## config.mk

```make
export PLATFORM = sky130hd
export DESIGN_NAME = fifo_word_assembler
export DESIGN_NICKNAME = d
export VERILOG_FILES = /design/src/rtl/fifo_word_assembler_pkg.sv /design/src/rtl/fifo_word_assembler_idle_timer.sv /design/src/rtl/fifo_word_assembler.sv
export SDC_FILE = /design/constraint.sdc
export NUM_CORES = 1
export LEC_CHECK = 0
export CELL_PAD_IN_SITES_DETAIL_PLACEMENT = 1
export CELL_PAD_IN_SITES_GLOBAL_PLACEMENT = 2
export CORE_MARGIN = 2
export CORE_UTILIZATION = 32
export CTS_BUF_LIST = sky130_fd_sc_hd__clkbuf_4 sky130_fd_sc_hd__clkbuf_8
export CTS_CLUSTER_SIZE = 30
export DETAILED_ROUTE_END_ITERATION = 10
export GPL_TIMING_DRIVEN = 0
export PLACE_DENSITY_LB_ADDON = 0.08
export SLEW_MARGIN = 20
export SYNTH_ARGS = -nofsm -noshare
export SYNTH_HDL_FRONTEND = slang
export SYNTH_SLANG_ARGS = --single-unit
```

## constraint.sdc

```tcl
create_clock -name clk -period 2.1 [get_ports clk]
set_input_delay 0.315 -clock clk [delete_from_list [all_inputs] [get_ports clk]]
set_output_delay 0.315 -clock clk [all_outputs]
set_load 0.02 [all_outputs]
```

## src/rtl/fifo_word_assembler_pkg.sv

```systemverilog
// fifo_word_assembler_pkg
// Shared definitions for the byte-FIFO to wide-word assembler:
//   - asm_state_e : assembler FSM encoding (ASM_FILL / ASM_OUTPUT)
//   - BYTE_W      : width of one FIFO byte lane
//   - DEFAULT_WORD_BYTES / DEFAULT_TIMEOUT_CYCLES : default parameter values
package fifo_word_assembler_pkg;

    typedef enum logic {
        ASM_FILL   = 1'b0,
        ASM_OUTPUT = 1'b1
    } asm_state_e;

    localparam int unsigned BYTE_W                 = 8;
    localparam int unsigned DEFAULT_WORD_BYTES     = 4;
    localparam int unsigned DEFAULT_TIMEOUT_CYCLES = 16;

endpackage : fifo_word_assembler_pkg

```

## src/rtl/fifo_word_assembler_idle_timer.sv

```systemverilog
// asm_idle_timer
// Idle-cycle counter used to flush a partially filled word.
// Ports:
//   clk, rst : clock, asynchronous active-high reset
//   clr      : synchronous clear of the count (wins over en)
//   en       : count one idle cycle
//   tc       : high during the LIMIT-th consecutive enabled cycle
module asm_idle_timer #(
    parameter int unsigned LIMIT = 16
) (
    input  logic clk,
    input  logic rst,
    input  logic clr,
    input  logic en,
    output logic tc
);

    localparam int unsigned CW = (LIMIT > 1) ? $clog2(LIMIT) : 1;
    localparam logic [CW-1:0] LAST = CW'(LIMIT - 1);

    logic [CW-1:0] cnt_q;
    logic [CW-1:0] cnt_d;

    // Terminal count fires on the last enabled idle cycle.
    always_comb begin
        tc = 1'b0;
        if (en && !clr && (cnt_q == LAST)) begin
            tc = 1'b1;
        end else begin
            tc = 1'b0;
        end
    end

    // Next count: clear, wrap at terminal count, or increment while enabled.
    always_comb begin
        cnt_d = cnt_q;
        if (clr) begin
            cnt_d = '0;
        end else if (en) begin
            if (cnt_q == LAST) begin
                cnt_d = '0;
            end else begin
                cnt_d = cnt_q + CW'(1);
            end
        end else begin
            cnt_d = cnt_q;
        end
    end

    // Count register.
    always_ff @(posedge clk or posedge rst) begin
        if (rst) begin
            cnt_q <= '0;
        end else begin
            cnt_q <= cnt_d;
        end
    end

endmodule : asm_idle_timer

```

## src/rtl/fifo_word_assembler.sv

```systemverilog
// fifo_word_assembler
// Pops bytes from an 8-bit synchronous FIFO (data returns one cycle after
// fifo_rd_en) and packs WORD_BYTES of them little-endian into one word,
// presented on a valid/ready interface.
// Optional feature macro: ASSEMBLER_TIMEOUT_EN -- flush a partial word after
// TIMEOUT_CYCLES idle cycles (word_partial=1, byte_cnt = valid byte count).
// Ports:
//   clk, rst      : clock, asynchronous active-high reset
//   fifo_empty    : FIFO empty flag
//   fifo_data     : FIFO read data, valid the cycle after fifo_rd_en
//   fifo_rd_en    : FIFO read request (combinational)
//   word_out      : assembled word, first byte in [7:0]
//   word_valid    : word_out holds a complete or flushed word
//   word_ready    : downstream accepts word_out
//   byte_cnt      : bytes captured into the current word
//   word_partial  : current word was flushed short
module fifo_word_assembler
    import fifo_word_assembler_pkg::*;
#(
    parameter int unsigned WORD_BYTES     = DEFAULT_WORD_BYTES,
    parameter int unsigned TIMEOUT_CYCLES = DEFAULT_TIMEOUT_CYCLES
) (
    input  logic                         clk,
    input  logic                         rst,
    input  logic                         fifo_empty,
    input  logic [7:0]                   fifo_data,
    output logic                         fifo_rd_en,
    output logic [8*WORD_BYTES-1:0]      word_out,
    output logic                         word_valid,
    input  logic                         word_ready,
    output logic [4:0]                   byte_cnt,
    output logic                         word_partial
);

    localparam int unsigned WORD_W = BYTE_W * WORD_BYTES;
    localparam int unsigned CNT_W  = 5;
    localparam logic [CNT_W-1:0] FULL_CNT = CNT_W'(WORD_BYTES);

    asm_state_e        state_q, state_d;
    logic [WORD_W-1:0] word_q, word_d;
    logic [CNT_W-1:0]  byte_cnt_q, byte_cnt_d;
    logic [CNT_W-1:0]  issued_cnt_q, issued_cnt_d;
    logic              rd_pend_q, rd_pend_d;
    logic              word_valid_q, word_valid_d;
    logic              word_partial_q, word_partial_d;
    logic              rd_en_s;
    logic              timeout_hit_s;

`ifdef ASSEMBLER_TIMEOUT_EN
    logic idle_en_s;

    // Idle means a started word with nothing requested and nothing in flight.
    always_comb begin
        idle_en_s = 1'b0;
        if ((state_q == ASM_FILL) && (byte_cnt_q != '0) && !rd_pend_q && !rd_en_s) begin
            idle_en_s = 1'b1;
        end else begin
            idle_en_s = 1'b0;
        end
    end

    asm_idle_timer #(
        .LIMIT (TIMEOUT_CYCLES)
    ) u_idle_timer (
        .clk (clk),
        .rst (rst),
        .clr (!idle_en_s),
        .en  (idle_en_s),
        .tc  (timeout_hit_s)
    );
`else
    logic [31:0] unused_timeout_s;

    assign unused_timeout_s = 32'(TIMEOUT_CYCLES);
    assign timeout_hit_s    = 1'b0;
`endif

    // Read issue: only while filling, FIFO not empty and the word not yet
    // fully requested; held low during reset.
    always_comb begin
        rd_en_s = 1'b0;
        if (rst) begin
            rd_en_s = 1'b0;
        end else if ((state_q == ASM_FILL) && !fifo_empty && (issued_cnt_q < FULL_CNT)) begin
            rd_en_s = 1'b1;
        end else begin
            rd_en_s = 1'b0;
        end
    end

    // Next-state logic: byte capture, fill/flush completion and hand-off.
    always_comb begin
        state_d        = state_q;
        word_d         = word_q;
        byte_cnt_d     = byte_cnt_q;
        issued_cnt_d   = issued_cnt_q;
        word_valid_d   = word_valid_q;
        word_partial_d = word_partial_q;
        rd_pend_d      = rd_en_s;

        if (rd_en_s) begin
            issued_cnt_d = issued_cnt_q + CNT_W'(1);
        end else begin
            issued_cnt_d = issued_cnt_q;
        end

        case (state_q)
            ASM_FILL: begin
                if (rd_pend_q) begin
                    // Byte returned by the FIFO lands in lane byte_cnt.
                    for (int unsigned i = 0; i < WORD_BYTES; i++) begin
                        if (CNT_W'(i) == byte_cnt_q) begin
                            word_d[i*BYTE_W +: BYTE_W] = fifo_data;
                        end else begin
                            word_d[i*BYTE_W +: BYTE_W] = word_q[i*BYTE_W +: BYTE_W];
                        end
                    end
                    byte_cnt_d = byte_cnt_q + CNT_W'(1);
                    if ((byte_cnt_q + CNT_W'(1)) == FULL_CNT) begin
                        state_d      = ASM_OUTPUT;
                        word_valid_d = 1'b1;
                    end else begin
                        state_d      = ASM_FILL;
                    end
                end else if (timeout_hit_s) begin
                    // Flush short; issued_cnt is left as-is until hand-off.
                    state_d        = ASM_OUTPUT;
                    word_valid_d   = 1'b1;
                    word_partial_d = 1'b1;
                end else begin
                    state_d = ASM_FILL;
                end
            end
            ASM_OUTPUT: begin
                if (word_ready) begin
                    state_d        = ASM_FILL;
                    word_d         = '0;
                    byte_cnt_d     = '0;
                    issued_cnt_d   = '0;
                    word_valid_d   = 1'b0;
                    word_partial_d = 1'b0;
                end else begin
                    state_d = ASM_OUTPUT;
                end
            end
            default: begin
                state_d = ASM_FILL;
            end
        endcase
    end

    // State and datapath registers.
    always_ff @(posedge clk or posedge rst) begin
        if (rst) begin
            state_q        <= ASM_FILL;
            word_q         <= '0;
            byte_cnt_q     <= '0;
            issued_cnt_q   <= '0;
            rd_pend_q      <= 1'b0;
            word_valid_q   <= 1'b0;
            word_partial_q <= 1'b0;
        end else begin
            state_q        <= state_d;
            word_q         <= word_d;
            byte_cnt_q     <= byte_cnt_d;
            issued_cnt_q   <= issued_cnt_d;
            rd_pend_q      <= rd_pend_d;
            word_valid_q   <= word_valid_d;
            word_partial_q <= word_partial_d;
        end
    end

    assign fifo_rd_en   = rd_en_s;
    assign word_out     = word_q;
    assign word_valid   = word_valid_q;
    assign byte_cnt     = byte_cnt_q;
    assign word_partial = word_partial_q;

endmodule : fifo_word_assembler

```

==> impl_metrics.tcl <==
set metrics [dict create \
    crit_path_start_kind "register" \
    clock_sinks 45 \
    die_area_um2 7600 \
    dp_hpwl_um 4300 \
    synthesis.nets 227 \
    dp_cells 340 \
    rsz0062_at_grt "false" \
    hold_path.class "in2async" \
    cts_tree "yes" \
    cp-end-kind "output pin" \
    comb_power_share_pct 52.1 \
    root_buffer "clkbuf_8" \
    cp.arrival_ps 1680 \
    cts_setup_buffers 0 \
    grt_antenna_before_repair 0 \
    worst_path_max_delay_cell "or4_4" \
    max-cap-violations 0 \
    syn_area_um2 2210 \
    critPathMaxStageDelay_ps 560 \
    yosysTopAreaCellShare_pct 50.8 \
    startpoint "issued_cnt_q[4]$_DFF_PP0_" \
    ys.flop_type "dfrtp_1" \
    synth_top_area_cell "dfrtp_1" \
    layout_min_cycle_time_ps 1990 \
    wirelength_um 6060 \
    insertion_delay_ps 300 \
    syn_avg_cell_area_um2 10.5 \
    status "finished, final reports clean" \
    finalClockSkew_ps 8.53 \
    final_antenna_net_count 0 \
    setup_viol 0 \
    ys_seq_elements 45 \
    grt_pass1_wl_um 10100 \
    setup_ws_ps 106 \
    core_area_um2 6760 \
    num_antenna_cells 0 \
    pwr-share-clk_pct 13.2 \
    gp_congestion 0.706 \
    crit_type "reg2out" \
    portBuffers 49 \
    die_w_um 87.2 \
    viasPerCell 5.17 \
    cp_data_required_time_ps 1780 \
    drive_above_1_share_pct 11.2 \
    slew_viol_final 0 \
    path_delay_family "simple AND/OR/NAND/NOR gates" \
    grt_overflow_total 0 \
    ys_seq_area_share_pct 50.8 \
    stdcell_area_um2 2930 \
    dr.pass1.iters 4 \
    timing.hold.ws_ps 411 \
    drtIter0Drc 86 \
    p_per_area_nw_per_um2 1460 \
    synth_cells 210 \
    die_h_um 87.2 \
    hold_buffers 0 \
    nets 284 \
    leakagePower_nw 1.39 \
    netlist_top_cells_count "dfrtp_1 (45), inv_1 (26), a21o_1 (21), a221oi_1 (21), nand2_1 (15)" \
    hold_viol_final 0 \
    cts_max_path_buffers 2 \
    area_growth_pct 32.1 \
    final_util_pct 43.3 \
    swShare_pct 39.9 \
    grt_max_degree 26 \
    grt_pass1_vias 1864 \
    ys_async_sr_fraction_pct 100 \
    r2r-start "byte_cnt[0]$_DFFE_PP0P_" \
    max-vdd-ir-drop_mv 0.650 \
    synth_warnings 0 \
    path_cells "or4_4 > nor3_2 > clkdlybuf4s15_2" \
    initial_utilization_pct 32.8 \
    grt_usage_pct 17.2 \
    synth.most_common_cell "dfrtp_1" \
    synth_edf_count 0 \
    fill_cells 745 \
    vias 1793 \
    intPower_mw 2.57 \
    crit_path_max_fanout 3 \
    num_io_pins 52 \
    fmax_ghz 0.501 \
    p_switching_mw 1.70 \
    drc 0 \
    htree_num_levels 2 \
    place_ws_ps -333 \
    synth_area_leaders "dfrtp_1 (51%), a221oi_1 (8.3%), a21o_1 (7.1%)" \
    fin_crit_sh_pct 95.0 \
    num_rows 30 \
    routedWlPerCell_um 17.5 \
    cp_num_buf_inv 1 \
    stdcell_count 347 \
    path_clk_slew_ps 90 \
    cts_made_buffers 5 \
    placed_area_um2 2830 \
    netlist-cell-type-count 34 \
    pwr-share-seq_pct 34.7 \
]
==> final cells by class <==
cell class	instances	area, um^2	area share [%]
plain buffers	17	111	3.81
clock buffers	6	82.6	2.82
clock inverters	1	7.51	0.257
inverters	26	97.6	3.34
multi-input cells	122	888	30.4
flip-flops and latches	45	1130	38.5
well taps	80	100	3.42
repair buffers	50	512	17.5
==> placed cells by master (no fill, tap or decap), types with 5 or more instances in the layout <==
cell type	count
dfrtp_1	45
inv_1	25
and2_1	7
nand3_1	11
clkbuf_8	6
clkdlybuf4s50_1	48
buf_2	5
o21ai_0	11
ha_1	5
buf_4	5
a221oi_1	21
nand2_1	15
a21o_1	21
==> stage by stage <==
stage                     setup TNS [ps]  power, mW
after floorplan                        0       2.75
after global placement            -18100       3.71
after detailed placement            -333       3.74
after CTS                              0       4.32
after global routing                   0       4.60
final                                  0       4.27
==> flip-flops by register name (all words and copies together), names as in the netlist <==
| signal | count |
|---|---|
| word_out | 32 |
| word_valid | 1 |
| rd_pend_q | 1 |
| issued_cnt_q | 5 |
| byte_cnt | 5 |
| state_q | 1 |
==> timing repair <==
action | in CTS | in global routing
resized for setup | 5 | 1
setup endpoints to repair | 1 | 1
gates cloned | 0 | 0
==> logic make-up after synthesis <==
family / synth area share (%)
compound gates: 22.5
xor+xnor: 0.396
fa+ha+maj: 2.82
buf+inv: 9.43
flops: 50.8
mux: 0.452
other cells: 0.169
simple gates: 13.4
==> power groups by stage <==
| stage | Sequential, mW | Combinational [mW] | Clock [mW] |
|---|---|---|---|
| floorplan | 1.87 | 0.882 | 0 |
| global placement | 1.50 | 2.21 | 0 |
| detailed placement | 1.50 | 2.24 | 0 |
| CTS | 1.49 | 2.25 | 0.585 |
| global route | 1.54 | 2.44 | 0.619 |
| finish | 1.48 | 2.22 | 0.564 |
==> final timing paths <==
check	cells past startpoint	to	slack, ps
max	3	fifo_rd_en	110
min	2	word_out[27]$_DFFE_PP0P_	410
max reg2reg	6	word_out[23]$_DFFE_PP0P_	350
min reg2reg	1	word_valid$_DFFE_PP0P_	490
max in group asynchronous	3	word_out[19]$_DFFE_PP0P_	1190
min in group clk	1	word_valid$_DFFE_PP0P_	490
==> layer usage <==
metal  vias to the layer above  part of all wire (%)  GRT usage [%]
met5                         -                     0              0
met4                         0                  0.71           3.36
met3                         4                   3.8           3.32
met2                        42                    44           25.9
met1                       896                    51           25.8
li1                        851                     -              -
(Power assumes the default switching activity.)
